File: src/rtl/cpu_types_pkg.sv
// Shared CPU/memory types: RAM word, RAM handshake state, arbiter state, grant id.
package cpu_types_pkg;

    typedef logic [31:0] word_t;

    typedef enum logic [1:0] {
        FREE   = 2'd0,
        BUSY   = 2'd1,
        ACCESS = 2'd2,
        ERROR  = 2'd3
    } ramstate_t;

    typedef enum logic [1:0] {
        IDLE    = 2'd0,
        GRANT_D = 2'd1,
        GRANT_I = 2'd2
    } arb_state_t;

    // grant_id = {class, core}; class 1 = dcache, 0 = icache
    localparam int unsigned ARB_CPUS   = 2;
    localparam int unsigned GRANT_ID_W = $clog2(2 * ARB_CPUS);
    typedef logic [GRANT_ID_W-1:0] grant_id_t;

    localparam logic CLASS_I = 1'b0;
    localparam logic CLASS_D = 1'b1;

endpackage

File: src/rtl/rr_pick.sv
// N-way round-robin picker: first active request at or after the pointer wins.
// Ports: i_req request vector, i_ptr start index, o_gnt one-hot grant, o_valid any grant.
module rr_pick #(
    parameter  int unsigned N  = 2,
    localparam int unsigned PW = (N > 1) ? $clog2(N) : 1
) (
    input  logic [N-1:0]  i_req,
    input  logic [PW-1:0] i_ptr,
    output logic [N-1:0]  o_gnt,
    output logic          o_valid
);

    logic [PW-1:0] w_idx;

    // Scan from the pointer with wrap-around; the first hit is latched by o_valid
    always_comb begin
        o_gnt   = '0;
        o_valid = 1'b0;
        w_idx   = '0;
        for (int unsigned off = 0; off < N; off++) begin
            w_idx = PW'((32'(i_ptr) + off) % N);
            if (!o_valid && i_req[w_idx]) begin
                o_gnt[w_idx] = 1'b1;
                o_valid      = 1'b1;
            end
        end
    end

endmodule

File: src/rtl/mem_arbiter.sv
// Shares one RAM port among per-core icache and dcache miss ports.
// dcaches outrank icaches, round-robin within a class, starved icaches outrank all;
// a dcache holds the port for a whole block. One IDLE cycle separates grants.
// Ports: CLK/nRST; iREN/iaddr/iwait/iload icache side; dREN/dWEN/daddr/dstore/dwait/dload
// dcache side; ramREN/ramWEN/ramaddr/ramstore/ramload/ramstate RAM side; grant_id owner.
module mem_arbiter
    import cpu_types_pkg::*;
#(
    parameter int unsigned CPUS         = 2,
    parameter int unsigned BLOCK_WORDS  = 2,
    parameter int unsigned STARVE_LIMIT = 8
) (
    input  logic                          CLK,
    input  logic                          nRST,
    input  logic [CPUS-1:0]               iREN,
    input  word_t                         iaddr [CPUS],
    output logic [CPUS-1:0]               iwait,
    output word_t                         iload,
    input  logic [CPUS-1:0]               dREN,
    input  logic [CPUS-1:0]               dWEN,
    input  word_t                         daddr [CPUS],
    input  word_t                         dstore [CPUS],
    output logic [CPUS-1:0]               dwait,
    output word_t                         dload,
    output logic                          ramREN,
    output logic                          ramWEN,
    output word_t                         ramaddr,
    output word_t                         ramstore,
    input  word_t                         ramload,
    input  ramstate_t                     ramstate,
    output logic [$clog2(2*CPUS)-1:0]     grant_id
);

    localparam int unsigned CW = $clog2(CPUS);
    localparam int unsigned GW = $clog2(2 * CPUS);
    localparam int unsigned BW = $clog2(BLOCK_WORDS + 1);
    localparam int unsigned SW = 4;

    arb_state_t     r_state;
    logic [CW-1:0]  r_owner;
    logic [CW-1:0]  r_dptr;
    logic [CW-1:0]  r_iptr;
    logic [BW-1:0]  r_beat;
    logic [SW-1:0]  r_starve [CPUS];
    logic [GW-1:0]  r_grant_id;

    logic [CPUS-1:0] w_dreq;
    logic [CPUS-1:0] w_d_gnt;
    logic [CPUS-1:0] w_i_gnt;
    logic            w_d_valid;
    logic            w_i_valid;
    logic [CPUS-1:0] w_starved;
    logic            w_s_valid;
    logic [CW-1:0]   w_s_idx;
    logic [CW-1:0]   w_d_idx;
    logic [CW-1:0]   w_i_idx;
    logic            w_own_req;
    logic            w_done;

    function automatic logic [CW-1:0] next_core(input logic [CW-1:0] c);
        return (c == CW'(CPUS - 1)) ? '0 : c + CW'(1);
    endfunction

    assign w_dreq = dREN | dWEN;

    rr_pick #(.N(CPUS)) u_d_pick (
        .i_req   (w_dreq),
        .i_ptr   (r_dptr),
        .o_gnt   (w_d_gnt),
        .o_valid (w_d_valid)
    );

    rr_pick #(.N(CPUS)) u_i_pick (
        .i_req   (iREN),
        .i_ptr   (r_iptr),
        .o_gnt   (w_i_gnt),
        .o_valid (w_i_valid)
    );

    // Starved-icache detect (lowest index wins) and one-hot to index
    always_comb begin
        w_s_valid = 1'b0;
        w_s_idx   = '0;
        w_d_idx   = '0;
        w_i_idx   = '0;
        w_starved = '0;
        for (int unsigned k = 0; k < CPUS; k++) begin
            w_starved[k] = iREN[k] && (r_starve[k] >= SW'(STARVE_LIMIT));
            if (w_starved[k] && !w_s_valid) begin
                w_s_valid = 1'b1;
                w_s_idx   = CW'(k);
            end
            if (w_d_gnt[k]) w_d_idx = CW'(k);
            if (w_i_gnt[k]) w_i_idx = CW'(k);
        end
    end

    // A beat completes only while the owner still requests
    always_comb begin
        w_own_req = 1'b0;
        case (r_state)
            GRANT_D: w_own_req = w_dreq[r_owner];
            GRANT_I: w_own_req = iREN[r_owner];
            default: w_own_req = 1'b0;
        endcase
    end

    assign w_done = w_own_req && (ramstate == ACCESS);

    // RAM strobes follow the owner's live inputs; write wins over read
    always_comb begin
        ramREN   = 1'b0;
        ramWEN   = 1'b0;
        ramaddr  = '0;
        ramstore = '0;
        iwait    = '1;
        dwait    = '1;
        case (r_state)
            GRANT_D: begin
                ramaddr  = daddr[r_owner];
                ramstore = dstore[r_owner];
                ramWEN   = dWEN[r_owner];
                ramREN   = dREN[r_owner] & ~dWEN[r_owner];
                if (w_done) dwait[r_owner] = 1'b0;
            end
            GRANT_I: begin
                ramaddr = iaddr[r_owner];
                ramREN  = iREN[r_owner];
                if (w_done) iwait[r_owner] = 1'b0;
            end
            default: ;
        endcase
    end

    assign iload    = ramload;
    assign dload    = ramload;
    assign grant_id = r_grant_id;

    // Arbitration FSM
    always_ff @(posedge CLK or negedge nRST) begin
        if (!nRST) begin
            r_state    <= IDLE;
            r_owner    <= '0;
            r_dptr     <= '0;
            r_iptr     <= '0;
            r_beat     <= '0;
            r_grant_id <= '0;
        end else begin
            case (r_state)
                IDLE: begin
                    if (w_s_valid) begin
                        r_state    <= GRANT_I;
                        r_owner    <= w_s_idx;
                        r_iptr     <= next_core(w_s_idx);
                        r_grant_id <= {CLASS_I, w_s_idx};
                    end else if (w_d_valid) begin
                        r_state    <= GRANT_D;
                        r_owner    <= w_d_idx;
                        r_dptr     <= next_core(w_d_idx);
                        r_grant_id <= {CLASS_D, w_d_idx};
                    end else if (w_i_valid) begin
                        r_state    <= GRANT_I;
                        r_owner    <= w_i_idx;
                        r_iptr     <= next_core(w_i_idx);
                        r_grant_id <= {CLASS_I, w_i_idx};
                    end
                end
                GRANT_D: begin
                    if (!w_own_req) begin
                        r_state <= IDLE;
                        r_beat  <= '0;
                    end else if (w_done) begin
                        if (r_beat == BW'(BLOCK_WORDS - 1)) begin
                            r_state <= IDLE;
                            r_beat  <= '0;
                        end else begin
                            r_beat <= r_beat + BW'(1);
                        end
                    end
                end
                GRANT_I: begin
                    if (!w_own_req || w_done) r_state <= IDLE;
                end
                default: r_state <= IDLE;
            endcase
        end
    end

    // Per-icache saturating wait counters
    always_ff @(posedge CLK or negedge nRST) begin
        if (!nRST) begin
            for (int unsigned k = 0; k < CPUS; k++) r_starve[k] <= '0;
        end else begin
            for (int unsigned k = 0; k < CPUS; k++) begin
                if (!iREN[k] || (r_state == GRANT_I && r_owner == CW'(k) && w_done))
                    r_starve[k] <= '0;
                else if (r_starve[k] != '1)
                    r_starve[k] <= r_starve[k] + SW'(1);
            end
        end
    end

endmodule
File: config.mk
export PLATFORM = sky130hd
export DESIGN_NAME = mem_arbiter
export DESIGN_NICKNAME = d
export VERILOG_FILES = /design/src/rtl/cpu_types_pkg.sv /design/src/rtl/rr_pick.sv /design/src/rtl/mem_arbiter.sv
export SDC_FILE = /design/constraint.sdc
export NUM_CORES = 1
export LEC_CHECK = 0
export ABC_AREA = 0
export BUFFER_PORTS_ARGS = -buffer_cell sky130_fd_sc_hd__buf_2
export CELL_PAD_IN_SITES_DETAIL_PLACEMENT = 1
export CELL_PAD_IN_SITES_GLOBAL_PLACEMENT = 1
export CORE_AREA = 2 2 142 144
export DETAILED_ROUTE_END_ITERATION = 8
export DIE_AREA = 0 0 144 146
export GPL_TIMING_DRIVEN = 0
export PLACE_DENSITY = 0.63
export SLEW_MARGIN = 20
export SYNTH_ARGS = -nofsm -noshare
export SYNTH_HDL_FRONTEND = slang
export SYNTH_SLANG_ARGS = --single-unit
File: constraint.sdc
create_clock -name CLK -period 5.3 [get_ports CLK]
set_clock_uncertainty 0.05 [all_clocks]
set_input_delay 1.06 -clock CLK [delete_from_list [all_inputs] [get_ports CLK]]
set_output_delay 1.06 -clock CLK [all_outputs]
set_load 0.05 [all_outputs]
* Word level (Yosys, flattened, before mapping)
Cells that the tools add are included.
Word-level totals: logic and storage cells 167, register bits after elaboration 17, output and inout bits 136
Operators by class: $add $sub $neg 8, eq/ne operators 12, order comparisons 13, bitwise operators 9, multiplexer cells 83, reductions and logical operators 34
Operators with widths (count):
- 2-to-1 mux 32 bit | 10
- case mux 32 bit (2 select lines) | 1
- 2-to-1 mux 1 bit | 40
- 2-to-1 mux 2 bit | 20
- 2-to-1 mux 4 bit | 4
- logical AND 1 bit | 15
- less-than comparator 1 x 2 -> 1 bit (second input constant) | 5
- adder 4 x 1 -> 4 bit (second input constant) | 2
- greater-or-equal comparator 4 bit (second input constant) | 2
- inequality test 4 bit (second input constant) | 2
- zero test 1 bit | 6
- inequality test 3 bit (second input constant) | 2
- OR 2 bit | 3
- case mux 2 bit (3 select lines) | 1
- AND reduction 3 bit | 2
- nonzero test 2 bit | 3
- adder 1 bit (second input constant) | 5
- demux 1 bit (select 1 bit) | 5
- greater-or-equal comparator 1 bit (second input constant) | 5
- equality test 2 x 1 -> 1 bit (second input constant) | 2
- equality test 2 bit (second input constant) | 2
- inequality test 2 bit (second input constant) | 2
- inequality test 4 x 2 -> 1 bit (second input constant) | 1
- case mux 1 bit (2 select lines) | 2
- other kinds (12) | 17

* Logic depth before layout (Yosys ltp)
Gate-level depths: netlist of run 1.
depth in word-level cells 13, mapped depth 9

* Hierarchy
A second synthesis of run 1 with hierarchy kept.
Second synthesis, totals: cell total of the unflattened synthesis 444, area, all modules 3220.6 um^2
Modules (own cells, without submodules):
- mem_arbiter | seq. area each 400.4 um^2, area an instance 3170.5 um^2, cells an instance 436, instances 1
- rr_pick | seq. area each 0.0 um^2, area an instance 25.0 um^2, cells an instance 4, instances 2

* Least setup slack after synthesis of run 1
No wires, ideal clock.
kind input port to output port, start input port dWEN[1], end output port dwait[1], data arrival time 2310 ps, data required time 4190 ps, stages 4, path buffers 0, slack 1880 ps, cells stage by stage or3b_1 > a32o_2 > and3_1 > nand3_1
On the way: word-level cells in the longest chain between the ends 7
Ends and longest elaborated chain:
- start: declaration | RTL line mem_arbiter.sv:20 | input logic [CPUS-1:0] dWEN,
- OR 2 bit | RTL line mem_arbiter.sv:64 | assign w_dreq = dREN | dWEN;
- 2-to-1 mux 1 bit (not written as such) (2 in series) | RTL line mem_arbiter.sv:102 | GRANT_D: w_own_req = w_dreq[r_owner];
- case mux 1 bit (2 select lines) | RTL line mem_arbiter.sv:101 | case (r_state)
- logical AND 1 bit | RTL line mem_arbiter.sv:108 | assign w_done = w_own_req && (ramstate == ACCESS);
- 2-to-1 mux 2 bit | RTL line mem_arbiter.sv:124 | if (w_done) dwait[r_owner] = 1'b0;
- 2-to-1 mux 2 bit | RTL line mem_arbiter.sv:118 | case (r_state)
- end: declaration | RTL line mem_arbiter.sv:23 | output logic [CPUS-1:0] dwait,
No other way between the ends. The select of a mux whose other input is x is not followed.

* Worst setup path after layout of run 1
start register r_state[1], end output port ramaddr[11]
On the way: word-level cells in the longest chain between the ends 2, elaborated cells between the ends (all ways) 3, classes of those cells eq/ne (2); mux (1)
Ends and longest elaborated chain:
- start: declaration | RTL line mem_arbiter.sv:39 | arb_state_t r_state;
- start signal: assignment | RTL line mem_arbiter.sv:142 | r_state <= IDLE;
- start signal: assignment | RTL line mem_arbiter.sv:152 | r_state <= GRANT_I;
- start signal: assignment | RTL line mem_arbiter.sv:157 | r_state <= GRANT_D;
- equality test 2 bit / equality test 2 x 1 -> 1 bit (equally long branches) | RTL line mem_arbiter.sv:118
- case mux 32 bit (2 select lines) (*) | RTL line mem_arbiter.sv:118
- end: declaration | RTL line mem_arbiter.sv:27 | output word_t ramaddr,
Every way passes the cells marked *; elsewhere a longest branch is shown, timed or not.

==> flow_metrics.env, run 1 <==
export IMPL_clockBufferDepth=2
export IMPL_synth_cell_types=37
export IMPL_num_io_pins=370
export IMPL_synth_seq_area_share_pct=12.8
export IMPL_whs_path_depth=2
export IMPL_hold_class="reg2reg"
export IMPL_criticalPathCategory="reg2out"
export IMPL_hold_worst_slack_ns=0.429
export IMPL_viasPerCell=4.12
export IMPL_slowest_delay_ns=0.60
export IMPL_cp_depth=10
export IMPL_row_count=51
export IMPL_async_reset_ff_share_pct=100
export IMPL_path_buf_inv=6
export IMPL_ys_ff_latch=16
export IMPL_antennaDiodeCount=0
export IMPL_p_leak_nw=2.96
export IMPL_fmax_mhz=251
export IMPL_core_mm2=0.0193
export IMPL_post_cts_buffers=0
export IMPL_synthFlopType="dfrtp_1"
export IMPL_drv_cap=0
export IMPL_cts_resized=0
export IMPL_post_place_ws_ns=1.49
export IMPL_drt_first_pass_iters=4
export IMPL_htreeDepth=1
export IMPL_fin_ws_ns=1.32
export IMPL_finish_utilization_pct=27.0
export IMPL_worstPathArrival_ns=2.87
export IMPL_cp_slowest_cell="clkbuf_1"
export IMPL_grt_pass1_vias=4348
export IMPL_reg2reg_depth=6
export IMPL_nets=1011
export IMPL_endpoint_kind="output pin"
export IMPL_io_buffers=337
export IMPL_wl_um=17500
export IMPL_die_h_um=146
export IMPL_tightest_slew_ns=0.756
export IMPL_syn_area_mm2=0.00314
export IMPL_rsz0062_at_grt="no"
export IMPL_clock_latency_ns=0.25
export IMPL_grt_pass1_wl_um=24800
export IMPL_wl_per_cell_um=17.0
export IMPL_dp_hpwl_um=15300
export IMPL_final_max_slew_viol_count=0
export IMPL_setup_tns_ns=0
export IMPL_gp_congestion=0.751
export IMPL_start_util_pct=16.2
export IMPL_gr_total_overflow=0
export IMPL_grt_max_degree=17
export IMPL_syn_inst=428
export IMPL_ant_nets=0
export IMPL_syn_num_nets=669
export IMPL_yosys_top_cells_area="mux2i_1 22%, buf_4 16%, nor2_1 13%"
export IMPL_fp_dieW_um=144
export IMPL_outcome="completed"
export IMPL_grt_usage_pct=15.4
export IMPL_die_area_mm2=0.0210
export IMPL_drc=0
export IMPL_peakVddDrop_uv=158
export IMPL_yosysMostFrequentCell="nor2_1"
export IMPL_cts_sinks=16
export IMPL_period_share_pct=75.2
export IMPL_cts_root_buffer="clkbuf_16"
export IMPL_relSlewSlack_pct=49.6
export IMPL_grt_antenna_before_repair=1
export IMPL_hold_violations=0
export IMPL_yosys_warnings=0
export IMPL_synth_top_area_cell="mux2i_1"
export IMPL_setup_viol=0
export IMPL_synth_edf_count=0
export IMPL_drt_initial_drc_count=111
export IMPL_cts_buffers=3
export IMPL_clk_pin_slew_ns=0.05
export IMPL_syn2layout_area_growth_pct=66.7
export IMPL_synth_area_per_cell_um2=7.33
export IMPL_hold_buffers=0
export IMPL_required_ns=4.19
export IMPL_startpoint_type="flop"
export IMPL_cp_cell_sequence="inv_1 > ha_1 > clkbuf_1 > inv_1 > clkbuf_1 > buf_1 > nor2_1 > a21oi_1 > nor2_1 > buf_2"
export IMPL_synth_common_cells="110 x nor2_1, 69 x mux2i_1, 65 x buf_4"
export IMPL_power_density_mw_per_mm2=497
export IMPL_path_delay_family="buffers and inverters"
export IMPL_final_min_clock_period_ns=3.98
export IMPL_yosysTopAreaCellShare_pct=22.0
export IMPL_vias=4258
export IMPL_crit_fanout=10
export IMPL_drive_gt1_share_pct=58.6
export IMPL_cts_tree="built"
## worst paths after layout
check,start,to,slack (ns)
worst max-delay path,r_state[1],ramaddr[11],1.32
worst min-delay path,r_dptr,r_dptr,0.43
worst max register to register,r_state[0],r_starve[3],3.04
worst min register to register,r_dptr,r_dptr,0.43
max in group asynchronous,nRST,r_beat[1],4.25
min in group asynchronous,nRST,r_starve[1],0.67
## worst min-delay path, cell delays in order, from the launching register on
cell and delay, ns:
dfrtp_1 0.34, nand2_1 0.05, o21ai_0 0.06
## cell usage in the layout (no fill, tap or decap), drive strengths merged
cell    synthesis  final
buf            78    415
nor2          110    110
mux2i          69     69
mux2           35     35
a21oi          33     33
clkbuf         14     17
dfrtp          16     16
nand2          10     10
inv             9      9
nand3           8      8
ha              7      7
o21ai           5      5
nor3            4      4
a31oi           4      4
nor2b           3      3
nand4           3      3
a32o            3      3
xnor2           2      2
a32oi           2      2
clkinv          1      1
or3b            1      1
or3             1      1
or2             1      1
and3            1      1
a22oi           1      1
or4             1      1
o22a            1      1
a21boi          1      1
o31ai           1      1
a211oi          1      1
nor3b           1      1
o31a            1      1
## sequential cells by signal (all words and copies together), names as in the netlist
name and count:
grant_id 2, r_iptr 1, r_dptr 1, r_starve 8, r_state 2, r_beat 2
## logic make-up (layout without fill, tap and decap cells)
| group | count (synthesis) | after routing | synth area share [%] |
|---|---|---|---|
| adder cells (fa/ha/maj) | 7 | 7 | 2.79 |
| XOR/XNOR | 2 | 2 | 0.559 |
| flip-flops | 16 | 16 | 12.8 |
| AO/OA/AOI/OAI | 53 | 53 | 10.2 |
| buffers and inverters | 102 | 442 | 20.3 |
| multiplexers | 104 | 104 | 34.6 |
| AND/OR/NAND/NOR | 144 | 144 | 18.8 |
## where the power goes
part           switching (mW)  leakage (nW)  internal (mW)
Clock                  0.0489        0.0370         0.0992
Combinational            1.62          2.71          0.664
Sequential             0.0172         0.207          0.149
Total                    1.69          2.96          0.911
## metal layers
| metal | vias up | share of wire [%] | GRT usage [%] |
|---|---|---|---|
| met5 | - | 0.074 | 0 |
| met4 | 2 | 0.68 | 1.67 |
| met3 | 11 | 8.9 | 3.39 |
| met2 | 220 | 51 | 29.0 |
| met1 | 1953 | 39 | 18.1 |
| li1 | 2072 | - | - |
## metrics by stage
stage	area [µm²]	power (mW)	instances
global placement	5150	2.48	1030
global route	5230	2.77	1033
floorplan	3140	1.87	428
finish	5230	2.60	1033
CTS	5230	2.64	1033
detailed placement	5150	2.49	1030
## cell type report
class	count	area, µm²
tap	265	332
timing repair buffer	337	1690
sequential	16	400
buffer	92	599
clock buffer	3	75.1
inverter	10	37.5
fill	2526	14100
multi-input combinational	310	2100
Power figures use the tool's default switching activity.
==> run 2: changes to the inputs <==
--- a/config.mk
+++ b/config.mk
@@ -5,13 +5,13 @@
 export SDC_FILE = /design/constraint.sdc
 export NUM_CORES = 1
 export LEC_CHECK = 0
-export ABC_AREA = 0
+export ABC_AREA = 1
 export BUFFER_PORTS_ARGS = -buffer_cell sky130_fd_sc_hd__buf_2
 export CELL_PAD_IN_SITES_DETAIL_PLACEMENT = 1
 export CELL_PAD_IN_SITES_GLOBAL_PLACEMENT = 1
-export CORE_AREA = 2 2 142 144
+export CORE_AREA = 2 2 143 145
 export DETAILED_ROUTE_END_ITERATION = 8
-export DIE_AREA = 0 0 144 146
+export DIE_AREA = 0 0 145 147
 export GPL_TIMING_DRIVEN = 0
 export PLACE_DENSITY = 0.63
 export SLEW_MARGIN = 20
==> constraint.sdc (replaced) <==
create_clock -name CLK -period 3.4 [get_ports CLK]
set_clock_uncertainty 0.05 [all_clocks]
set_input_delay 0.68 -clock CLK [delete_from_list [all_inputs] [get_ports CLK]]
set_output_delay 0.68 -clock CLK [all_outputs]
set_load 0.05 [all_outputs]
==> flow_metrics.env, run 2 <==
export IMPL_outcome="completed"
export IMPL_yosysMostFrequentCell="nand2_1"
export IMPL_die_h_um=147
export IMPL_start_util_pct=13.1
export IMPL_cp_depth=9
export IMPL_required_ns=2.67
export IMPL_top_register="r_starve"
export IMPL_fin_ws_ns=0.284
export IMPL_period_share_pct=91.6
export IMPL_cts_root_buffer="clkbuf_16"
export IMPL_drt_first_pass_iters=4
export IMPL_layout_commonest_cell="buf_2"
export IMPL_grt_antenna_before_repair=3
export IMPL_yosysTopAreaCellShare_pct=18.7
export IMPL_setup_viol=0
export IMPL_switching_share_pct=67.5
export IMPL_core_mm2=0.0198
export IMPL_num_io_pins=370
export IMPL_criticalPathCategory="reg2out"
export IMPL_ant_nets=0
export IMPL_async_reset_ff_share_pct=100
export IMPL_drive_gt1_share_pct=57.8
export IMPL_clk_pin_slew_ns=0.05
export IMPL_total_power_mw=3.55
export IMPL_syn_inst=399
export IMPL_slowest_delay_ns=0.39
export IMPL_combPwrFrac_pct=85.5
export IMPL_grt_pass1_vias=4131
export IMPL_post_cts_buffers=0
export IMPL_synthFlopType="dfrtp_1"
export IMPL_largest_register_ffs=8
export IMPL_synth_edf_count=0
export IMPL_clock_power_share_pct=7.0
export IMPL_cp_slowest_cell="dfrtp_1"
export IMPL_viasPerCell=4.00
export IMPL_hold_violations=0
export IMPL_drt_initial_drc_count=117
export IMPL_startpoint_type="flop"
export IMPL_p_switching_mw=2.40
export IMPL_yosys_top_cells_area="buf_4 19%, nand2_1 16%, dfrtp_1 15%"
export IMPL_grt_pass1_wl_um=24400
export IMPL_drv_cap=0
export IMPL_drc=0
export IMPL_post_place_ws_ns=0.338
export IMPL_cp_cell_sequence="inv_1 > ha_1 > nand2_1 > inv_1 > buf_2 > buf_2 > nand2_1 > a31oi_1 > buf_2"
export IMPL_internal_power_mw=1.16
export IMPL_power_density_mw_per_mm2=751
export IMPL_grt_max_degree=17
export IMPL_p_leak_nw=2.68
export IMPL_vias=4050
export IMPL_path_buf_inv=5
export IMPL_syn2layout_area_growth_pct=81.3
export IMPL_path_delay_family="buffers and inverters"
export IMPL_htreeDepth=1
export IMPL_final_min_clock_period_ns=3.12
export IMPL_peakVddDrop_uv=251
export IMPL_reg2reg_depth=11
export IMPL_synth_cell_types=26
export IMPL_gr_total_overflow=0
export IMPL_rsz0062_at_grt="no"
export IMPL_r2r_start="r_state[1]"
export IMPL_fp_dieW_um=145
export IMPL_synth_common_cells="112 x nand2_1, 65 x buf_4, 32 x a22o_1, 32 x a22oi_1, 32 x a31oi_1"
export IMPL_cts_sinks=16
export IMPL_endpoint_kind="output pin"
export IMPL_cts_buffers=3
export IMPL_nets=982
export IMPL_setup_tns_ns=0
export IMPL_wl_um=16300
export IMPL_syn_area_mm2=0.00261
export IMPL_ys_ff_latch=16
export IMPL_crit_top_cell="buf_2"
export IMPL_crit_fanout=10
export IMPL_syn_num_nets=640
export IMPL_grt_usage_pct=14.3
export IMPL_synth_seq_area_share_pct=15.3
export IMPL_regArea_um2=400
export IMPL_n_fill_cell=2600
export IMPL_tightest_slew_ns=0.589
export IMPL_gp_congestion=0.811
export IMPL_yosys_warnings=0
export IMPL_r2r_end="r_starve[2]"
export IMPL_hold_class="in2async"
export IMPL_row_count=52
export IMPL_cts_tree="built"
export IMPL_synth_top_area_cell="buf_4"
export IMPL_multi_input_area_mm2=0.00152
export IMPL_relSlewSlack_pct=60.7
export IMPL_final_max_slew_viol_count=0
export IMPL_clockBufferDepth=2
export IMPL_die_area_mm2=0.0213
export IMPL_wl_per_cell_um=16.1
export IMPL_dp_hpwl_um=14100
export IMPL_worstPathArrival_ns=2.39
export IMPL_pwr_share_seq_pct=7.5
export IMPL_synth_area_per_cell_um2=6.54
export IMPL_io_buffers=337
export IMPL_fmax_mhz=321
export IMPL_layout_common_cells="353 x buf_2, 112 x nand2_1, 65 x buf_4"
export IMPL_clock_latency_ns=0.24
export IMPL_rrSetupSlack_ns=1.57
-- run 2: layout make-up --
| cell class | count | area share (%) |
|---|---|---|
| repair buffers | 337 | 35.7 |
| multi-input cells | 270 | 32.2 |
| plain buffers | 88 | 12.6 |
| flip-flops and latches | 16 | 8.47 |
| well taps | 270 | 7.14 |
| inverters | 25 | 1.98 |
| clock buffers | 4 | 1.88 |
| diodes | 2 | 0.106 |
-- run 2: cell families (layout without fill, tap and decap cells) --
| group | after synthesis | after routing | synth area share (%) |
|---|---|---|---|
| and+or+nand+nor | 148 | 148 | 22.9 |
| buffers and inverters | 113 | 454 | 26.4 |
| AOI/OAI and AO/OA | 112 | 112 | 30.9 |
| DFF | 16 | 16 | 15.3 |
| adders and majority gates | 7 | 7 | 3.36 |
| xor gates and xnor gates | 2 | 2 | 0.672 |
| muxes | 1 | 1 | 0.384 |
| other | 0 | 2 | 0 |
-- run 2: repair_timing --
item | CTS | global route
resized for setup | 0 | 1
hold endpoints to repair | 0 | 0
hold buffers | 0 | 0
setup endpoints to repair | 0 | 13
-- run 2: worst register-to-register path, stage by stage (launching register included) --
cell and delay [ns]:
dfrtp_1 0.39, inv_1 0.08, ha_1 0.27, nand2_1 0.10, nor2_1 0.11, nor2_1 0.05, nand2_1 0.12, nand2_2 0.09
nor2_2 0.15, nand2_1 0.13, nand2_2 0.12, nor2_1 0.05
-- run 2: how the worst max path moves through the flow --
stage,endpoint,slack [ns],from
floorplan,ramaddr[0],0.56,r_state[1]
global placement,ramaddr[10],0.36,r_state[0]
detailed placement,ramaddr[10],0.34,r_state[0]
CTS,ramaddr[10],0.06,r_state[0]
global route,ramaddr[14],0.04,r_state[1]
finish,ramaddr[14],0.28,r_state[1]
-- run 2: layer usage --
metal / vias to the layer above / global-route usage (%) / share of wire [%]
li1: 2003 / - / -
met1: 1861 / 18.3 / 43
met2: 170 / 24.6 / 48
met3: 14 / 3.42 / 6.8
met4: 2 / 2.72 / 1.8
met5: - / 0 / 0.061
-- run 2: through the flow --
step	util (%)	std cells	hold WS, ns	cell area (µm²)
after global placement	23.3	1006	0.408	4630
after detailed placement	23.3	1006	0.410	4630
final	23.8	1012	0.297	4730
after floorplan	-	399	0.334	2610
after CTS	23.8	1010	0.313	4720
after global routing	23.8	1012	0.323	4730
-- run 2: power by group through the flow --
stage	logic [mW]	registers, mW	clock network, mW
final	3.04	0.267	0.249
after global routing	3.23	0.274	0.268
after CTS	3.08	0.267	0.257
after detailed placement	3.06	0.270	0
after global placement	3.06	0.268	0
after floorplan	2.20	0.281	0
==> run 3: changes to the inputs <==
--- a/config.mk
+++ b/config.mk
@@ -5,15 +5,15 @@
 export SDC_FILE = /design/constraint.sdc
 export NUM_CORES = 1
 export LEC_CHECK = 0
-export ABC_AREA = 1
+export ABC_CLOCK_PERIOD_IN_PS = 3400
 export BUFFER_PORTS_ARGS = -buffer_cell sky130_fd_sc_hd__buf_2
 export CELL_PAD_IN_SITES_DETAIL_PLACEMENT = 1
 export CELL_PAD_IN_SITES_GLOBAL_PLACEMENT = 1
-export CORE_AREA = 2 2 143 145
+export CORE_AREA = 2 2 144 146
 export DETAILED_ROUTE_END_ITERATION = 8
-export DIE_AREA = 0 0 145 147
+export DIE_AREA = 0 0 146 148
 export GPL_TIMING_DRIVEN = 0
-export PLACE_DENSITY = 0.63
+export PLACE_DENSITY = 0.64
 export SLEW_MARGIN = 20
 export SYNTH_ARGS = -nofsm -noshare
 export SYNTH_HDL_FRONTEND = slang
==> flow_metrics.env, run 3 (same netlist as run 1, synthesis figures left out) <==
export IMPL_outcome="completed"
export IMPL_drive_gt1_share_pct=59.5
export IMPL_cts_sinks=16
export IMPL_startpoint_type="flop"
export IMPL_core_mm2=0.0200
export IMPL_reg2reg_depth=7
export IMPL_drc=0
export IMPL_path_delay_family="buffers and inverters"
export IMPL_layout_common_cells="346 x buf_2, 110 x nor2_1, 69 x mux2i_1"
export IMPL_drt_initial_drc_count=86
export IMPL_endpoint_kind="output pin"
export IMPL_setup_viol=0
export IMPL_setup_tns_ns=0
export IMPL_row_count=52
export IMPL_grt_pass1_vias=4469
export IMPL_slowest_delay_ns=0.39
export IMPL_gr_total_overflow=0
export IMPL_gp_congestion=0.734
export IMPL_largest_register_ffs=8
export IMPL_cp_depth=9
export IMPL_grt_pass1_wl_um=25200
export IMPL_top_register="r_starve"
export IMPL_vias=4254
export IMPL_syn2layout_area_growth_pct=67.5
export IMPL_p_leak_nw=2.98
export IMPL_drt_first_pass_iters=4
export IMPL_antennaDiodeCount=0
export IMPL_grt_usage_pct=14.9
export IMPL_r2r_end="r_starve[6]"
export IMPL_clockBufferDepth=2
export IMPL_htreeDepth=1
export IMPL_crit_start="r_state[1]"
export IMPL_ant_nets=0
export IMPL_cts_buffers=3
export IMPL_layout_commonest_cell="buf_2"
export IMPL_wl_per_cell_um=16.7
export IMPL_cts_tree="built"
export IMPL_criticalPathCategory="reg2out"
export IMPL_relSlewSlack_pct=54.2
export IMPL_nets=1010
export IMPL_io_buffers=337
export IMPL_cp_slowest_cell="dfrtp_1"
export IMPL_final_max_slew_viol_count=0
export IMPL_fmax_mhz=319
export IMPL_rsz0062_at_grt="no"
export IMPL_peakVddDrop_uv=289
export IMPL_total_power_mw=4.07
export IMPL_required_ns=2.67
export IMPL_num_io_pins=370
export IMPL_grt_max_degree=17
export IMPL_hold_class="in2async"
export IMPL_worstPathArrival_ns=2.40
export IMPL_die_h_um=148
export IMPL_drv_cap=0
export IMPL_hold_buffers=0
export IMPL_period_share_pct=92.1
export IMPL_clk_pin_slew_ns=0.05
export IMPL_rrSetupSlack_ns=1.21
export IMPL_crit_fanout=10
export IMPL_crit_end="ramaddr[26]"
export IMPL_r2r_start="r_state[0]"
export IMPL_grt_antenna_before_repair=1
export IMPL_wl_um=17300
export IMPL_hold_violations=0
export IMPL_cp_cell_sequence="inv_1 > ha_1 > inv_1 > clkbuf_2 > clkbuf_2 > nor2_1 > a21oi_1 > nor2_1 > buf_2"
export IMPL_viasPerCell=4.10
export IMPL_cts_root_buffer="clkbuf_16"
export IMPL_die_area_mm2=0.0216
export IMPL_final_min_clock_period_ns=3.13
export IMPL_start_util_pct=15.7
export IMPL_fp_dieW_um=146
export IMPL_tightest_slew_ns=0.687
export IMPL_power_density_mw_per_mm2=775
export IMPL_dp_hpwl_um=15100
export IMPL_path_buf_inv=5
export IMPL_clock_latency_ns=0.25
[run 3: area by class of cell]
type                       count  area [µm²]
inverter                      10        37.5
timing repair buffer         337        1690
tap                          270         338
multi-input combinational    310        2100
clock buffer                   4        88.8
sequential                    16         400
fill                        2570       14800
buffer                        91         603
[run 3: worst min-delay path by stage]
stage	end	slack (ns)	depth (start not counted)
3_5_place_dp	r_dptr	0.43	2
5_1_grt	r_starve[4]	0.32	1
2_1_floorplan	grant_id[0]	0.33	0
3_3_place_gp	grant_id[1]	0.41	2
4_1_cts	r_starve[2]	0.31	1
6_report	r_starve[4]	0.29	1
[run 3: per-layer routing]
metal	global-route usage (%)	vias up	routed length, µm
li1	-	2071	-
met1	17.7	1965	7080
met2	28.3	210	8900
met3	3.30	6	1310
met4	1.07	2	47
met5	0	-	13
[run 3: what timing repair did]
action / 4_1_cts / 5_1_grt
endpoints found under the setup margin: 37 / 21
buffers inserted: 0 / 0
gates resized for setup: 2 / 7
[run 3: power breakdown]
part           leakage, nW  total [mW]  switching (mW)  internal (mW)
Clock               0.0442       0.253          0.0743          0.179
Sequential           0.207       0.261          0.0288          0.232
Combinational         2.73        3.56            2.52           1.04
Total                 2.98        4.07            2.62           1.45
[run 3: per-stage QoR]
stage	hold WS [ns]	setup WS [ns]	util [%]	instance area [µm²]	std cells
finish	0.289	0.267	26.2	5250	1038
global route	0.321	0.0138	26.2	5250	1038
CTS	0.305	0.0164	26.2	5250	1039
detailed placement	0.431	0.00137	25.8	5160	1035
global placement	0.411	0.0536	25.8	5160	1035
floorplan	0.334	0.597	-	3140	428
